<file path="src/rtl/mem_line_engine.sv">
// Cache-line mover for the single-write/single-read synchronous Memory: writebacks stream beats to
// write_en/waddr/wdata, fills issue raddr and buffer returns in a 2-entry FIFO. Option: MEM_LINE_ENGINE_CWF_EN.
module mem_line_engine #(
    parameter int ADDR_W = 10,
    parameter int DATA_W = 64,
    parameter int BEATS  = 4,
    localparam int BW     = $clog2(BEATS),
    localparam int LINE_W = ADDR_W - BW
) (
    input  logic              clk,
    input  logic              rst_n,
    input  logic              req_valid,
    output logic              req_ready,
    input  logic              req_write,
    input  logic [LINE_W-1:0] req_line,
    input  logic [BW-1:0]     req_word,
    input  logic              wd_valid,
    output logic              wd_ready,
    input  logic [DATA_W-1:0] wd_data,
    output logic              rd_valid,
    input  logic              rd_ready,
    output logic [DATA_W-1:0] rd_data,
    output logic              rd_last,
    output logic              done,
    output logic              mem_we,
    output logic [ADDR_W:0]   mem_waddr,
    output logic [DATA_W-1:0] mem_wdata,
    output logic [ADDR_W:0]   mem_raddr,
    input  logic [DATA_W-1:0] mem_rdata
);

    typedef enum logic [1:0] {IDLE, WRITE, READ} state_t;

    localparam logic [BW:0] LAST_CNT = (BW+1)'(BEATS - 1);
    localparam logic [BW:0] FULL_CNT = (BW+1)'(BEATS);

    state_t              state_reg, state_next;
    logic [LINE_W-1:0]   line_reg;
    logic [BW-1:0]       beat_reg;
    logic [BW:0]         cnt_reg;
    logic                wlast_reg;
    logic                mem_we_reg;
    logic [ADDR_W:0]     mem_waddr_reg;
    logic [DATA_W-1:0]   mem_wdata_reg;
    logic [ADDR_W:0]     raddr_hold_reg;
    logic                inflight_reg;
    logic                inflight_last_reg;
    logic                wr_ptr_reg;
    logic                rd_ptr_reg;
    logic [1:0]          fifo_cnt_reg;

    logic                accept;
    logic                wd_hs;
    logic                issue;
    logic                issue_last;
    logic                push;
    logic                pop;
    logic [2:0]          occupancy;
    logic [ADDR_W:0]     cur_addr;
    logic [BW-1:0]       start_beat;

`ifdef MEM_LINE_ENGINE_CWF_EN
    assign start_beat = req_word;
`else
    logic unused_req_word;
    assign unused_req_word = ^req_word;
    assign start_beat      = '0;
`endif

    assign cur_addr   = {1'b0, line_reg, beat_reg};
    assign accept     = req_valid && req_ready;
    assign wd_hs      = wd_valid && wd_ready;
    assign issue_last = (cnt_reg == LAST_CNT);
    assign rd_valid   = (fifo_cnt_reg != 2'd0);
    assign pop        = (state_reg == READ) && rd_valid && rd_ready;
    assign push       = inflight_reg;
    // A read in flight already owns a FIFO slot, so it counts toward the two-entry limit.
    assign occupancy  = {1'b0, fifo_cnt_reg} + {2'b00, inflight_reg};

    always_comb begin
        state_next = state_reg;
        req_ready  = 1'b0;
        wd_ready   = 1'b0;
        done       = 1'b0;
        issue      = 1'b0;
        unique case (state_reg)
            IDLE: begin
                req_ready = 1'b1;
                if (req_valid)
                    state_next = req_write ? WRITE : READ;
            end
            WRITE: begin
                wd_ready = (cnt_reg != FULL_CNT);
                if (mem_we_reg && wlast_reg) begin
                    done       = 1'b1;
                    state_next = IDLE;
                end
            end
            READ: begin
                issue = (cnt_reg != FULL_CNT) && ((occupancy - {2'b00, pop}) < 3'd2);
                if (pop && rd_last) begin
                    done       = 1'b1;
                    state_next = IDLE;
                end
            end
            default: state_next = IDLE;
        endcase
    end

    always_ff @(posedge clk or negedge rst_n) begin
        if (!rst_n) begin
            state_reg         <= IDLE;
            line_reg          <= '0;
            beat_reg          <= '0;
            cnt_reg           <= '0;
            wlast_reg         <= 1'b0;
            mem_we_reg        <= 1'b0;
            mem_waddr_reg     <= '0;
            mem_wdata_reg     <= '0;
            raddr_hold_reg    <= '0;
            inflight_reg      <= 1'b0;
            inflight_last_reg <= 1'b0;
        end else begin
            state_reg <= state_next;
            if (accept) begin
                line_reg <= req_line;
                beat_reg <= req_write ? '0 : start_beat;
                cnt_reg  <= '0;
            end else if (wd_hs || issue) begin
                // beat_reg wraps naturally, which gives the critical-word-first order for free.
                beat_reg <= beat_reg + BW'(1);
                cnt_reg  <= cnt_reg + (BW+1)'(1);
            end
            mem_we_reg <= wd_hs;
            wlast_reg  <= wd_hs && issue_last;
            if (wd_hs) begin
                mem_waddr_reg <= cur_addr;
                mem_wdata_reg <= wd_data;
            end
            inflight_reg <= issue;
            if (issue) begin
                raddr_hold_reg    <= cur_addr;
                inflight_last_reg <= issue_last;
            end
        end
    end

    always_ff @(posedge clk or negedge rst_n) begin
        if (!rst_n) begin
            wr_ptr_reg   <= 1'b0;
            rd_ptr_reg   <= 1'b0;
            fifo_cnt_reg <= 2'd0;
        end else begin
            if (push)
                wr_ptr_reg <= ~wr_ptr_reg;
            if (pop)
                rd_ptr_reg <= ~rd_ptr_reg;
            fifo_cnt_reg <= fifo_cnt_reg + {1'b0, push} - {1'b0, pop};
        end
    end

    genvar gi;
    generate
        for (gi = 0; gi < 2; gi++) begin : g_fifo
            logic [DATA_W-1:0] data_reg;
            logic              last_reg;
            always_ff @(posedge clk or negedge rst_n) begin
                if (!rst_n) begin
                    data_reg <= '0;
                    last_reg <= 1'b0;
                end else if (push && (wr_ptr_reg == 1'(gi))) begin
                    data_reg <= mem_rdata;
                    last_reg <= inflight_last_reg;
                end
            end
        end
    endgenerate

    assign rd_data   = rd_ptr_reg ? g_fifo[1].data_reg : g_fifo[0].data_reg;
    assign rd_last   = rd_ptr_reg ? g_fifo[1].last_reg : g_fifo[0].last_reg;
    // Holding the last address keeps the memory read port quiet between issues.
    assign mem_raddr = issue ? cur_addr : raddr_hold_reg;
    assign mem_we    = mem_we_reg;
    assign mem_waddr = mem_waddr_reg;
    assign mem_wdata = mem_wdata_reg;

endmodule
</file>
<file path="config.mk">
export PLATFORM = sky130hd
export DESIGN_NAME = mem_line_engine
export DESIGN_NICKNAME = d
export VERILOG_FILES = /design/src/rtl/mem_line_engine.sv
export SDC_FILE = /design/constraint.sdc
export NUM_CORES = 1
export LEC_CHECK = 0
export CAP_MARGIN = 15
export CORE_MARGIN = 5
export CORE_UTILIZATION = 47
export CTS_BUF_LIST = sky130_fd_sc_hd__clkbuf_16
export DETAILED_ROUTE_END_ITERATION = 10
export PLACE_DENSITY = 0.87
export SYNTH_ARGS = -nofsm -noshare
export SYNTH_HDL_FRONTEND = slang
export SYNTH_SLANG_ARGS = --single-unit
</file>
<file path="constraint.sdc">
create_clock -name clk -period 4.3 [get_ports clk]
set_input_delay 0.86 -clock clk [delete_from_list [all_inputs] [get_ports clk]]
set_output_delay 0.86 -clock clk [all_outputs]
set_load 0.05 [all_outputs]
</file>
After elaboration in Yosys (flattened, before gate mapping)
Cells that the tools add are included.
- memory bits (writable): 0
- memories kept: 0
- output and inout port bits: 156
- bits in registers: 238
- latch bits: 0
- ROM bits: 0
- word-level logic and storage cells: 67
- add/subtract/negate cells: 6
- shift-type cells: 0
- reductions and logical operators: 15
- bitwise operators: 2
- equality and inequality tests: 7
- $mul: 0
- mux-type cells: 18
- divide/modulo/power cells: 0
- magnitude comparators: 1
- operators with widths (operator ; count):
    two-way mux 64 bit ; 1
    two-way mux 2 bit ; 6
    two-way mux 11 bit ; 1
    logical AND 1 bit ; 10
    two-way mux 1 bit ; 6
    two-way mux 3 bit ; 2
    one-hot mux 2 bit (3 select lines) ; 1
    inequality test 2 bit, second input constant ; 2
    nonzero test 2 bit ; 2
    adder 2 x 1 -> 3 bit ; 1
    adder 3 x 1 -> 3 bit, second input constant ; 1
    == test 3 x 2 -> 1 bit, second input constant ; 1
    less-than comparator 3 x 2 -> 1 bit, second input constant ; 1
    inequality test 3 bit, second input constant ; 1
    AND reduction 3 bit ; 1
    subtractor 3 x 1 -> 3 bit ; 1
    adder 2 x 1 -> 2 bit ; 1
    adder 2 x 1 -> 2 bit, second input constant ; 1
    == test 2 x 1 -> 1 bit, second input constant ; 1
    == test 2 bit, second input constant ; 1
    logical NOT 2 bit ; 1
    inequality test 2 x 1 -> 1 bit, second input constant ; 1
    inverter 1 bit ; 2
    one-hot mux 1 bit (2 select lines) ; 1
    2 further kinds ; 2

Logic depth before layout (Yosys ltp)
Gate-level depths: netlist of the first run.
- depth after elaboration: 10
- gate-level depth with buffers: 14
- depth with buffers taken out: 12

Least setup slack after synthesis of the first run
OpenSTA, ideal clock, no wires.
- kind: input to output
- start point: input rd_ready
- end point: output, netlist name mem_raddr[10]
- arrival: 3247 ps
- path buffers: 2
- cell stages on the path: 11
- slack: 193 ps
- cells stage by stage: o211a_2 -> ha_1 -> inv_1 -> ha_1 -> inv_1 -> fa_1 -> and2_1 -> and3_1 -> buf_2 -> buf_6 -> nor2b_1
- RTL lines (item ; line ; RTL):
    start, declared ; 21 ; input logic rd_ready,

Worst setup path in the final report of the first run
- start point: register state_reg[0]
- end point: output mem_raddr[4]
- word-level cells in the longest chain between the ends: 8
- ends and longest elaborated chain (item ; line ; RTL):
    start, declared ; 37 ; state_t state_reg, state_next;
    start signal, assigned ; 124 ; state_reg <= state_next;
    == test 2 bit ; 75 ; assign pop = (state_reg == READ) && rd_valid && rd_ready;
    logical AND 1 bit (2 in a row) ; 75 ;
    via pop ; 57 ; logic pop;
    subtractor 3 x 1 -> 3 bit ; 100 ; issue = (cnt_reg != FULL_CNT) && ((occupancy - {2'b00, pop}) < 3'd2);
    less-than comparator 3 x 2 -> 1 bit ; 100 ;
    logical AND 1 bit ; 100 ;
    two-way mux 1 bit ; 86 ; unique case (state_reg)
    two-way mux 11 bit ; - ;
    end, declared ; 28 ; output logic [ADDR_W:0] mem_raddr,
The timed path passes the listed nets, and every way through them passes these cells.

==> flow_metrics.env, run 1 <==
export IMPL_status="complete, no violations"
export IMPL_gr_usage_all_layers_pct=21.3
export IMPL_gp_congestion=0.802
export IMPL_antenna_left=0
export IMPL_max_freq_mhz=239
export IMPL_fin_crit_sh_pct=97.3
export IMPL_fp_row_count=53
export IMPL_fillCellCount=1509
export IMPL_slew_headroom_pct=30.6
export IMPL_fin_nets=1230
export IMPL_synth_distinct_cells=31
export IMPL_postSynthRegisterBits=238
export IMPL_cts_tree="yes"
export IMPL_start_util_pct=47.3
export IMPL_mostFrequentLayoutCells="clkdlybuf4s50_1 (283), dfrtp_1 (237), nand2_1 (226), mux2_2 (205), clkbuf_16 (25)"
export IMPL_antenna_cells=0
export IMPL_hold_class="input port to asynchronous set/reset pin"
export IMPL_core_area_um2=20800
export IMPL_vias=6872
export IMPL_wl_per_cell_um=18.6
export IMPL_clock_tree_root_cell="clkbuf_16"
export IMPL_path_max_fanout=8
export IMPL_num_io_pins=300
export IMPL_die_area_um2=24000
export IMPL_p_per_area_nw_per_um2=952
export IMPL_syn_cell_area_um2=9850
export IMPL_dp_hpwl_um=17800
export IMPL_firstDrtPassIters=4
export IMPL_antenna_found_initial=0
export IMPL_die_y_um=155
export IMPL_ir_worst_vdd_uv=629
export IMPL_ctsHoldBuffers=0
export IMPL_drive_gt1_share_pct=27.2
export IMPL_die_w_um=155
export IMPL_endpoint_kind="primary output"
export IMPL_htree_num_levels=1
export IMPL_dpl_cell_area_um2=13200
export IMPL_cts_sinks=238
export IMPL_slew_violations=0
export IMPL_leakage_nw=6.41
export IMPL_grt_max_degree=124
export IMPL_syn_inst=773
export IMPL_final_common_cell="clkdlybuf4s50_1"
export IMPL_arrival_ns=3.32
export IMPL_power_mw=13.4
export IMPL_worstSkewPairLatency_ns=0.52
export IMPL_fin_worst_skew_ns=0.0141
export IMPL_finalHoldViolations=0
export IMPL_path_clk_slew_ns=0.06
export IMPL_final_area_um2=14100
export IMPL_required_ns=3.44
export IMPL_remaining_drc_errors=0
export IMPL_syn2layout_area_growth_pct=42.9
export IMPL_clockBufferDepth=3
export IMPL_fin_worst_hold_slack_ns=0.437
export IMPL_numPortBuffers=296
export IMPL_grt_pass1_wl_um=41400
export IMPL_seq_area_frac_synth_pct=60.4
export IMPL_syn_num_nets=926
export IMPL_setup_violations=0
export IMPL_grt_pass1_vias=7657
export IMPL_drt_vias_per_instance=5.01
export IMPL_cap_viol_max_count=0
export IMPL_worstSetupPathType="flop to primary output"
export IMPL_wl_um=25500
export IMPL_worstMarginPinSlew_ns=1.04
export IMPL_crit_path_start_kind="flop"
export IMPL_timing_final_crit_period_ns=4.18
export IMPL_yosys_warnings=0
export IMPL_tns_ns=0
export IMPL_cts_buffers=25
export IMPL_avgSynthCellArea_um2=12.7
export IMPL_largest_reg_flops=128
export IMPL_overflow=0
export IMPL_drt_initial_drc_count=261
## what timing repair did
action                     4_1_cts  5_1_grt
gates cloned                     0        0
setup endpoints to repair       10       10
pin swaps                        2        0
gates resized for setup         11        2
setup buffers                    4        2
## critical path, stage by stage (launching register included)
cell and delay [ns]:
dfrtp_1 0.39, inv_2 0.10, ha_4 0.15, o211a_2 0.17, ha_1 0.22, inv_1 0.06, ha_2 0.15, inv_1 0.05
fa_1 0.52, and2_4 0.15, and3_4 0.20, buf_12 0.15, mux2_4 0.34, buf_12 0.15
## where the power goes
part           switching (mW)  internal, mW  leakage, nW
Clock                   0.872          1.24        0.427
Combinational            4.46          2.94         3.06
Sequential              0.593          3.29         2.92
## stage by stage
step	std cells	util, %	setup WS [ns]
final	1371	67.6	0.117
after global routing	1371	67.6	-0.0115
after CTS	1369	67.5	0.0272
after detailed placement	1319	63.4	-0.137
after global placement	1319	63.4	-0.0915
after floorplan	773	-	0.193
## logic make-up (layout without fill, tap and decap cells)
kind of cell / Yosys count / count (layout) / share of synthesized area [%]
and+or+nand+nor: 241 / 241 / 9.45
muxes: 216 / 216 / 24.9
other: 1 / 1 / 0.0381
xor gates and xnor gates: 5 / 5 / 0.444
adders and majority gates: 9 / 9 / 1.22
buffers and inverters: 52 / 375 / 2.60
AOI/OAI and AO/OA: 11 / 11 / 0.889
DFF: 238 / 238 / 60.4
## cells in the mapped netlist
| cell type | number | area [µm²] |
|---|---|---|
| a221o_1 | 1 | 10.0 |
| buf_4 | 6 | 45.0 |
| xnor2_1 | 3 | 26.3 |
| buf_2 | 25 | 125 |
| mux2i_1 | 2 | 20.0 |
| a211oi_1 | 1 | 7.51 |
| o211a_2 | 1 | 10.0 |
| ha_1 | 8 | 100 |
| or3_1 | 1 | 6.26 |
| nand3_1 | 1 | 5.00 |
| mux2_4 | 7 | 105 |
| clkbuf_1 | 8 | 30.0 |
| a21boi_2 | 1 | 11.3 |
| fa_1 | 1 | 20.0 |
| buf_6 | 1 | 11.3 |
| xor2_1 | 2 | 17.5 |
| nand2b_1 | 1 | 6.26 |
| o21ai_0 | 3 | 15.0 |
| a21oi_1 | 2 | 10.0 |
| mux2_2 | 207 | 2330 |
| nand2_1 | 228 | 856 |
| a21boi_0 | 1 | 7.51 |
| nor2b_1 | 4 | 25.0 |
| and3_1 | 2 | 12.5 |
| and2_1 | 1 | 6.26 |
| a32oi_2 | 1 | 16.3 |
| or2_2 | 1 | 6.26 |
| inv_1 | 12 | 45.0 |
| conb_1 | 1 | 3.75 |
| dfrtp_1 | 238 | 5960 |
| nor2_1 | 2 | 7.51 |
## cell type report
class                      count  area (µm²)  area share, %
clock buffer                  25         626           4.44
clock inverter                21         176           1.25
inverter                      12        45.0          0.320
multi-input combinational    483        3680           26.2
sequential                   238        5960           42.3
tap                          275         344           2.44
timing repair buffer         317        3250           23.1
## worst paths after layout
path,start,end,slack [ns],cells past startpoint
max reg2reg,state_reg[0],cnt_reg[2],1.35,14
min in group clk,mem_wdata[31],mem_wdata[31],0.47,2
max,state_reg[0],mem_raddr[4],0.12,13
min,rst_n,g_fifo[1].data_reg[24],0.44,1
max in group asynchronous,rst_n,g_fifo[0].data_reg[49],2.95,2
min reg2reg,mem_wdata[31],mem_wdata[31],0.47,2
## layer usage
layer | global-route usage (%) | wire, µm
met5 | 0 | 0
met4 | 5.13 | 499
met2 | 36.2 | 12300
met1 | 26.2 | 10100
met3 | 7.61 | 2530
Note: power is estimated with default switching activity, not from simulation.
==> inputs of run 2 (changes only) <==
--- a/config.mk
+++ b/config.mk
@@ -6,7 +6,6 @@
 export NUM_CORES = 1
 export LEC_CHECK = 0
 export CAP_MARGIN = 15
-export CORE_MARGIN = 5
 export CORE_UTILIZATION = 47
 export CTS_BUF_LIST = sky130_fd_sc_hd__clkbuf_16
 export DETAILED_ROUTE_END_ITERATION = 10
==> constraint.sdc (replaced) <==
create_clock -name clk -period 4.3 [get_ports clk]
set_input_delay 0.86 -clock clk [delete_from_list [all_inputs] [get_ports clk]]
set_output_delay 0.86 -clock clk [all_outputs]
set_load 0.005 [all_outputs]
==> flow_metrics.env, run 2 (synthesized netlist as in run 1, its figures left out) <==
export IMPL_slew_violations=0
export IMPL_slew_headroom_pct=37.7
export IMPL_crit_path_start_kind="flop"
export IMPL_path_max_fanout=3
export IMPL_syn2layout_area_growth_pct=43.4
export IMPL_hold_class="input port to asynchronous set/reset pin"
export IMPL_dp_hpwl_um=17000
export IMPL_clock_tree_root_cell="clkbuf_16"
export IMPL_worstPathCellList="ha_4 > o211a_4 > ha_1 > inv_1 > ha_2 > inv_1 > fa_1 > and2_4 > and3_4 > buf_12 > buf_12 > mux2_4 > buf_2"
export IMPL_cap_viol_max_count=0
export IMPL_stdcell_count=1375
export IMPL_timing_final_crit_period_ns=4.19
export IMPL_worst_r2r_path_depth=13
export IMPL_start_util_pct=48.4
export IMPL_antenna_found_initial=2
export IMPL_gr_usage_all_layers_pct=24.0
export IMPL_die_y_um=147
export IMPL_worstSkewPairLatency_ns=0.52
export IMPL_largest_reg_flops=128
export IMPL_numPortBuffers=296
export IMPL_grt_pass1_vias=7755
export IMPL_setup_violations=0
export IMPL_critPathTopFamily="adder cells"
export IMPL_max_freq_mhz=239
export IMPL_cts_buffers=26
export IMPL_path_clk_slew_ns=0.06
export IMPL_slowest_delay_ns=0.51
export IMPL_drt_vias_per_instance=5.07
export IMPL_placed_cells=1315
export IMPL_status="complete, no violations"
export IMPL_num_io_pins=300
export IMPL_leakage_nw=6.43
export IMPL_firstDrtPassIters=4
export IMPL_required_ns=3.44
export IMPL_fin_worst_skew_ns=0.0237
export IMPL_remaining_drc_errors=0
export IMPL_final_common_cell="clkdlybuf4s50_1"
export IMPL_fin_nets=1237
export IMPL_core_area_um2=20400
export IMPL_grt_max_degree=109
export IMPL_die_w_um=147
export IMPL_mostFrequentLayoutCells="clkdlybuf4s50_1 (283), dfrtp_1 (236), nand2_1 (226), mux2_2 (205), clkbuf_16 (27)"
export IMPL_power_mw=10.6
export IMPL_wl_um=25500
export IMPL_worstMarginPinSlew_ns=0.932
export IMPL_gp_congestion=0.803
export IMPL_path_depth=13
export IMPL_cts_sinks=238
export IMPL_htree_num_levels=1
export IMPL_vias=6969
export IMPL_fin_worst_hold_slack_ns=0.399
export IMPL_finalHoldViolations=0
export IMPL_antenna_left=0
export IMPL_drt_initial_drc_count=160
export IMPL_clockBufferDepth=3
export IMPL_cts_tree="yes"
export IMPL_reg2reg_slack_ns=1.40
export IMPL_ir_worst_vdd_uv=477
export IMPL_die_area_um2=21600
export IMPL_arrival_ns=3.33
export IMPL_endpoint_kind="primary output"
export IMPL_overflow=0
export IMPL_cpMaxStageDelayCell="fa_1"
export IMPL_wl_per_cell_um=18.5
export IMPL_drive_gt1_share_pct=27.7
export IMPL_p_per_area_nw_per_um2=753
export IMPL_fin_crit_sh_pct=97.5
export IMPL_worstSetupPathType="flop to primary output"
export IMPL_critical_path_buf_inv_count=5
export IMPL_fillCellCount=1383
export IMPL_fp_row_count=52
export IMPL_grt_pass1_wl_um=40700
## run 2: cell types whose count changed in the layout (fill, tap and decap cells not counted), sizes merged
cell	delta
diode	+2
inv	-6
clkdlybuf4s15	+2
clkbuf	+5
clkinv	+4
dlygate4sd2	+1
bufinv	+1
## run 2: final cells by class
class                           count  area [µm²]  share of cell area [%]
Timing Repair Buffer              323        3210                    22.7
Tap cell                          270         338                    2.39
Antenna cell                        2        5.00                  0.0354
Clock buffer                       27         676                    4.78
Clock inverter                     20         196                    1.39
Inverter                           12        45.0                   0.319
Sequential cell                   238        5960                    42.2
Multi-Input combinational cell    483        3700                    26.2
## run 2: what timing repair did
item | 4_1_cts | 5_1_grt
cloned | 0 | 0
buffers inserted | 10 | 2
resized for setup | 39 | 10
setup endpoints to repair | 11 | 10
hold buffers | 0 | 0
endpoints found under the hold margin | 0 | 0
pin swaps | 2 | 1
## run 2: worst paths after layout
kind	startpoint	to
min	rst_n	g_fifo[0].data_reg[14]
max reg2reg	state_reg[1]	inflight_last_reg
min in group clk	mem_wdata[58]	mem_wdata[58]
min reg2reg	mem_wdata[58]	mem_wdata[58]
max in group asynchronous	rst_n	g_fifo[0].data_reg[40]
max	state_reg[1]	mem_raddr[2]
## run 2: where the power goes
group / internal [mW] / total (mW) / switching, mW
Combinational: 2.86 / 4.49 / 1.62
Clock: 1.37 / 2.26 / 0.882
Sequential: 3.29 / 3.90 / 0.615
Total: 7.53 / 10.6 / 3.12
## run 2: worst register-to-register path, stage by stage (launching register included)
cell	delay, ns
dfrtp_1	0.41
ha_4	0.19
o211a_4	0.14
ha_1	0.27
inv_1	0.07
ha_2	0.17
inv_1	0.05
fa_1	0.51
and2_4	0.15
and3_4	0.21
buf_12	0.12
buf_6	0.10
buf_4	0.11
mux2_2	0.32
## run 2: per-layer routing
metal	global-route usage (%)	part of all wire, %
met1	27.6	39
met2	42.1	50
met3	7.83	8.5
met4	7.81	2.8
met5	0	0
## run 2: metrics by stage
step | TNS (ns) | setup slack (ns) | area [µm²] | util [%]
finish | 0 | 0.108 | 14100 | 69.4
global route | -0.000788 | -0.000788 | 14100 | 69.4
floorplan | 0 | 0.591 | 9850 | -
global placement | -3.45 | -0.360 | 13100 | 64.5
detailed placement | -3.85 | -0.408 | 13100 | 64.5
CTS | 0 | 0.00207 | 14100 | 69.3
